[src/rtl/block_multi_read_ram_with_clear_pkg.sv]
// Shared types and sizing helpers for the multi-read block RAM with clear sweep.
// Imported by the clear sequencer and the top-level RAM.
package block_multi_read_ram_with_clear_pkg;

    typedef enum logic {
        RAM_READ_FIRST,
        RAM_WRITE_FIRST
    } ram_collision_mode_e;

    typedef enum logic {
        SEQ_CLEAR,
        SEQ_READY
    } seq_state_e;

    function automatic int index_bits(input int entry_num);
        return (entry_num > 1) ? $clog2(entry_num) : 1;
    endfunction

    function automatic int lane_num(input int entry_bits, input int byte_bits);
        return entry_bits / byte_bits;
    endfunction

endpackage

[src/rtl/ram_clear_sequencer.sv]
// CLEAR/READY sequencer: sweeps INIT_VALUE through every entry, then hands the
// write port to the user path and raises ready.
module ram_clear_sequencer
    import block_multi_read_ram_with_clear_pkg::*;
#(
    parameter int                        ENTRY_NUM      = 64,
    parameter int                        ENTRY_BIT_SIZE = 32,
    parameter int                        LANE_NUM       = 4,
    parameter int                        INDEX_BIT_SIZE = 6,
    parameter logic [ENTRY_BIT_SIZE-1:0] INIT_VALUE     = '0
) (
    input  logic                      clk,
    input  logic                      rst,
    input  logic                      clear,
    input  logic                      we,
    input  logic [INDEX_BIT_SIZE-1:0] wa,
    input  logic [ENTRY_BIT_SIZE-1:0] wv,
    input  logic [LANE_NUM-1:0]       wbe,
    output logic                      mem_we,
    output logic [INDEX_BIT_SIZE-1:0] mem_wa,
    output logic [ENTRY_BIT_SIZE-1:0] mem_wv,
    output logic [LANE_NUM-1:0]       mem_wbe,
    output logic                      ready
);

    localparam logic [INDEX_BIT_SIZE-1:0] LAST_INDEX  = INDEX_BIT_SIZE'(ENTRY_NUM - 1);
    localparam logic [INDEX_BIT_SIZE:0]   ENTRY_NUM_W = (INDEX_BIT_SIZE + 1)'(ENTRY_NUM);

    seq_state_e                state_d, state_q;
    logic [INDEX_BIT_SIZE-1:0] count_d, count_q;

    // NOTE: every output gets a default before the case so no latch is inferred.
    always_comb begin
        state_d = state_q;
        count_d = count_q;
        mem_we  = 1'b0;
        mem_wa  = wa;
        mem_wv  = wv;
        mem_wbe = wbe;
        ready   = 1'b0;
        case (state_q)
            SEQ_CLEAR: begin
                mem_we  = 1'b1;
                mem_wa  = count_q;
                mem_wv  = INIT_VALUE;
                mem_wbe = '1;
                count_d = count_q + 1'b1;
                if (count_q == LAST_INDEX) begin
                    state_d = SEQ_READY;
                    count_d = '0;
                end
            end
            default: begin
                ready  = 1'b1;
                mem_we = we && ({1'b0, wa} < ENTRY_NUM_W);
                if (clear) begin
                    state_d = SEQ_CLEAR;
                    count_d = '0;
                end
            end
        endcase
    end

    // NOTE: sequential state uses non-blocking assignments only.
    always_ff @(posedge clk or posedge rst) begin
        if (rst) begin
            state_q <= SEQ_CLEAR;
            count_q <= '0;
        end else begin
            state_q <= state_d;
            count_q <= count_d;
        end
    end

endmodule

[src/rtl/block_multi_read_ram_with_clear.sv]
// Multi-read block RAM: one byte-enabled write port, READ_NUM replicated 1W1R
// arrays, selectable collision mode, optional output register, built-in clear.
module block_multi_read_ram_with_clear
    import block_multi_read_ram_with_clear_pkg::*;
#(
    parameter int                        ENTRY_NUM      = 64,
    parameter int                        ENTRY_BIT_SIZE = 32,
    parameter int                        BYTE_BIT_SIZE  = 8,
    parameter int                        READ_NUM       = 2,
    parameter int                        WRITE_FIRST    = 0,
    parameter int                        OUTPUT_REG     = 0,
    parameter logic [ENTRY_BIT_SIZE-1:0] INIT_VALUE     = '0,
    localparam int INDEX_BIT_SIZE = index_bits(ENTRY_NUM),
    localparam int LANE_NUM       = lane_num(ENTRY_BIT_SIZE, BYTE_BIT_SIZE)
) (
    input  logic                                     clk,
    input  logic                                     rst,
    input  logic                                     we,
    input  logic [INDEX_BIT_SIZE-1:0]                wa,
    input  logic [ENTRY_BIT_SIZE-1:0]                wv,
    input  logic [LANE_NUM-1:0]                      wbe,
    input  logic [READ_NUM-1:0]                      re,
    input  logic [READ_NUM-1:0][INDEX_BIT_SIZE-1:0]  ra,
    output logic [READ_NUM-1:0][ENTRY_BIT_SIZE-1:0]  rv,
    input  logic                                     clear,
    output logic                                     ready
);

    localparam ram_collision_mode_e COLLISION_MODE =
        (WRITE_FIRST != 0) ? RAM_WRITE_FIRST : RAM_READ_FIRST;
    localparam logic [INDEX_BIT_SIZE:0] ENTRY_NUM_W = (INDEX_BIT_SIZE + 1)'(ENTRY_NUM);

    logic                      mem_we;
    logic [INDEX_BIT_SIZE-1:0] mem_wa;
    logic [ENTRY_BIT_SIZE-1:0] mem_wv;
    logic [LANE_NUM-1:0]       mem_wbe;

    ram_clear_sequencer #(
        .ENTRY_NUM     (ENTRY_NUM),
        .ENTRY_BIT_SIZE(ENTRY_BIT_SIZE),
        .LANE_NUM      (LANE_NUM),
        .INDEX_BIT_SIZE(INDEX_BIT_SIZE),
        .INIT_VALUE    (INIT_VALUE)
    ) u_seq (
        .clk    (clk),
        .rst    (rst),
        .clear  (clear),
        .we     (we),
        .wa     (wa),
        .wv     (wv),
        .wbe    (wbe),
        .mem_we (mem_we),
        .mem_wa (mem_wa),
        .mem_wv (mem_wv),
        .mem_wbe(mem_wbe),
        .ready  (ready)
    );

    for (genvar p = 0; p < READ_NUM; p++) begin : g_port
        logic [ENTRY_BIT_SIZE-1:0] mem_q [ENTRY_NUM];
        logic [ENTRY_BIT_SIZE-1:0] wr_word;
        logic [ENTRY_BIT_SIZE-1:0] rd_d, rd_q;
        logic                      ra_ok;
        logic [INDEX_BIT_SIZE-1:0] ra_idx;

        // Byte-merged word for the write address; also the WRITE_FIRST bypass value.
        always_comb begin
            wr_word = mem_q[mem_wa];
            for (int l = 0; l < LANE_NUM; l++) begin
                if (mem_wbe[l]) begin
                    wr_word[l*BYTE_BIT_SIZE +: BYTE_BIT_SIZE] = mem_wv[l*BYTE_BIT_SIZE +: BYTE_BIT_SIZE];
                end
            end
        end

        // NOTE: the array has no reset; the clear sweep is what initialises it.
        always_ff @(posedge clk) begin
            if (mem_we) begin
                mem_q[mem_wa] <= wr_word;
            end
        end

        always_comb begin
            ra_ok  = {1'b0, ra[p]} < ENTRY_NUM_W;
            ra_idx = ra_ok ? ra[p] : '0;
            rd_d   = rd_q;
            if (ready && re[p]) begin
                if (!ra_ok) begin
                    rd_d = INIT_VALUE;
                end else if (COLLISION_MODE == RAM_WRITE_FIRST && mem_we && mem_wa == ra[p]) begin
                    rd_d = wr_word;
                end else begin
                    rd_d = mem_q[ra_idx];
                end
            end
        end

        always_ff @(posedge clk or posedge rst) begin
            if (rst) begin
                rd_q <= '0;
            end else begin
                rd_q <= rd_d;
            end
        end

        if (OUTPUT_REG != 0) begin : g_out_reg
            logic                      vld_d, vld_q;
            logic [ENTRY_BIT_SIZE-1:0] out_d, out_q;

            always_comb begin
                vld_d = ready && re[p];
                out_d = vld_q ? rd_q : out_q;
            end

            always_ff @(posedge clk or posedge rst) begin
                if (rst) begin
                    vld_q <= 1'b0;
                    out_q <= '0;
                end else begin
                    vld_q <= vld_d;
                    out_q <= out_d;
                end
            end

            assign rv[p] = out_q;
        end else begin : g_no_out_reg
            assign rv[p] = rd_q;
        end
    end

endmodule

[config.mk]
export PLATFORM = sky130hd
export DESIGN_NAME = block_multi_read_ram_with_clear
export DESIGN_NICKNAME = d
export VERILOG_FILES = /design/src/rtl/block_multi_read_ram_with_clear_pkg.sv /design/src/rtl/ram_clear_sequencer.sv /design/src/rtl/block_multi_read_ram_with_clear.sv
export SDC_FILE = /design/constraint.sdc
export NUM_CORES = 2
export LEC_CHECK = 0
export CAP_MARGIN = 25
export CORE_MARGIN = 4
export CORE_UTILIZATION = 48
export DETAILED_ROUTE_END_ITERATION = 10
export GPL_TIMING_DRIVEN = 0
export HOLD_SLACK_MARGIN = 0.12
export PLACE_DENSITY_LB_ADDON = 0.08
export SLEW_MARGIN = 0
export SYNTH_ARGS = -nofsm -noshare
export SYNTH_HDL_FRONTEND = slang
export SYNTH_SLANG_ARGS = --single-unit
[constraint.sdc]
create_clock -name clk -period 8 [get_ports clk]
set_input_delay 0.8 -clock clk [delete_from_list [all_inputs] [get_ports clk]]
set_output_delay 0.8 -clock clk [all_outputs]
set_load 0.05 [all_outputs]
==> flow_summary.yaml <==
clock_network:
  cts_setup_buffers: 0
  clkSlewWorstSetupHoldPaths_ns: 0.06
  cts_max_level: 4
  hold_buffers: 0
  numCtsBuffers: 223
  cts_resized: 0
  cts_buffer_depth: 3
  cts_root_buf: "clkbuf_16"
  clock_latency_ns: 0.88
  cts_tree: "yes"
  clkSinkCount: 2119
run:
  cap_violations: 0
worst_setup_path:
  path_class: "reg -> reg"
  setup.worst_path.end_class: "flop"
  cp-start-kind: "flop"
  regToRegSetupSlack_ns: 2.72
  r2r_start: "u_seq.state_q"
  r2r_end: "g_port[1].mem_q[60][29]"
  worst-path-max-fanout: 10
  cp.required_ns: 8.48
  cp-startpoint: "u_seq.state_q"
  reg2reg_depth: 6
  arrival_ns: 5.76
route:
  wl_um: 345000
  wl_per_cell_um: 39.2
  first_pass_iters: 5
  viasPerCell: 6.73
  vias: 59200
  drc: 0
  ant_nets: 0
  drt_iter0_markers: 8070
global_route:
  grt_pass1_wl_um: 468000
  grt_pass1_vias: 59500
  track_usage_pct: 32.5
  grt_max_degree: 67
  antenna_found_initial: 8
  gr-total-overflow: 0
timing:
  slew_viol_final: 0
  rsz0062_at_grt: "false"
  setup_viol: 0
  slew_headroom_pct: 17.0
  setup_slack_ns: 2.72
  period_needed_ns: 5.28
  clock_skew_ns: 0.0299
  fin_crit_sh_pct: 66.0
  fmax_ghz: 0.189
  hold_viol: 0
  worst_pin_slew_ns: 1.23
  setup_tns_ns: 0
layout:
  final_core_util_pct: 55.3
  final_cell_mix: "edfxtp_1 (2048), mux4_2 (766), mux2i_1 (578)"
  drive_gt1_share_pct: 25.5
  final_common_cell: "edfxtp_1"
  final_cells: 8807
  nets: 6001
  synthToLayoutAreaGrowth_pct: 14.5
  fin_area_sq_um: 112000
floorplanning:
  core_sq_um: 203000
  fp-row-count: 165
  io_pins: 125
  die_x_um: 460
  dieArea_sq_um: 211000
  start_util_pct: 48.3
  die_h_um: 460
placed_design:
  dp.cells: 8377
  io_buffers: 119
  gp_congestion: 0.966
  dp_slack_ns: 3.06
  placed_cell_area_sq_um: 105000
  dp_hpwl_um: 261000
power_and_ir_drop:
  p_per_area_nw_per_um2: 253
  cellLeakagePower_nw: 37.0
  ir_drop_mv: 0.211
logic_synthesis:
  synth_edf_count: 2048
  synth_area_sq_um: 97900
  avgSynthCellArea_sq_um: 18.0
  syn_inst: 5439
  yosys_warnings: 0
  synth_seq_area_share_pct: 64.7
  synth_ff_type: "edfxtp_1"
  syn-num-nets: 5500
  ys_ff_latch: 2119
  async_reset_ff_share_pct: 3.35
  yosysUniqueCellTypes: 47
min_path:
  holdCritPathClass: "in -> async"
outcome:
  status: "complete, no violations"
-- layout make-up --
cell class / count / area, sq um
flip-flops and latches: 2119 / 63300
clock inverters: 131 / 1270
fillers: 15800 / 90400
plain buffers: 464 / 2260
diodes: 6 / 15.0
inverters: 8 / 32.5
multi-input cells: 2848 / 32600
repair buffers: 276 / 3160
clock buffers: 283 / 6120
well taps: 2672 / 3340
-- worst max-delay path by stage --
stage                                    endpoint  slack [ns]  cells past startpoint
after floorplan            g_port[1].mem_q[0][30]        5.03                      5
after global placement    g_port[1].mem_q[36][24]        1.73                      5
after detailed placement        g_port[1].rd_q[0]        3.06                      9
after CTS                 g_port[1].mem_q[60][24]        3.07                      6
after global routing      g_port[0].mem_q[60][22]        2.81                      6
final                     g_port[1].mem_q[60][29]        2.72                      6
-- registers in the layout (all words and copies together), names as in the netlist --
signal and cells:
g_port.mem_q 2048, g_port.rd_q 64, u_seq.count_q 6, u_seq.state_q 1
-- logic make-up after synthesis --
| family | count (synthesis) | share of synthesized area, % |
|---|---|---|
| AOI/OAI and AO/OA | 725 | 5.39 |
| xor gates and xnor gates | 2 | 0.0179 |
| buffers and inverters | 472 | 2.31 |
| adders and majority gates | 1 | 0.0128 |
| muxes | 1350 | 23.6 |
| and+or+nand+nor | 770 | 3.97 |
| DFF | 2119 | 64.7 |
-- stage by stage --
| stage | power (mW) | hold slack (ns) |
|---|---|---|
| after global routing | 29.0 | 0.171 |
| after CTS | 28.3 | 0.137 |
| after global placement | 17.7 | 0.519 |
| after detailed placement | 17.9 | 0.511 |
| final | 28.4 | 0.198 |
| after floorplan | 15.6 | 0.504 |
-- where the power goes --
part | leakage (nW) | total (mW) | internal (mW) | switching, mW
clock network | 3.62 | 10.5 | 6.17 | 4.38
logic | 13.6 | 4.56 | 1.37 | 3.19
registers | 19.8 | 13.3 | 12.9 | 0.410
-- worst max-delay path, cell delays in order (launching register included) --
cell      delay (ns)
dfrtp_1         0.41
clkbuf_1        0.64
clkbuf_1        0.66
mux2_2          0.51
nand2_1         0.72
clkbuf_2        0.88
nor2_1          1.03
-- metal layers --
layer	track usage (%)	routed length [um]
met1	41.0	124000
met2	51.6	163000
met3	7.05	32700
met4	19.9	25400
met5	0	13
-- Yosys cell counts, drive strengths merged, types with 2 or more instances --
library cell / count / area share (%)
a211oi: 124 / 0.95
a21oi: 69 / 0.35
a221o: 64 / 0.65
a22oi: 320 / 2.5
a32o: 2 / 0.020
and2: 67 / 0.43
buf: 236 / 1.4
clkbuf: 228 / 0.87
dfrtp: 71 / 1.8
edfxtp: 2048 / 63
inv: 8 / 0.031
mux2: 4 / 0.046
mux2i: 578 / 5.9
mux4: 768 / 18
nand2: 110 / 0.42
nand2b: 3 / 0.019
nand3: 141 / 0.72
nand3b: 2 / 0.015
nand4: 64 / 0.41
nor2: 145 / 0.57
nor2b: 40 / 0.26
nor3: 121 / 0.62
nor3b: 3 / 0.023
nor4: 2 / 0.013
o21ai: 3 / 0.015
o22ai: 132 / 0.84
o2bb2ai: 2 / 0.018
o31ai: 2 / 0.015
o32ai: 4 / 0.036
or2: 2 / 0.013
or3: 64 / 0.41
or3b: 4 / 0.036
Power figures use the tool's default switching activity.
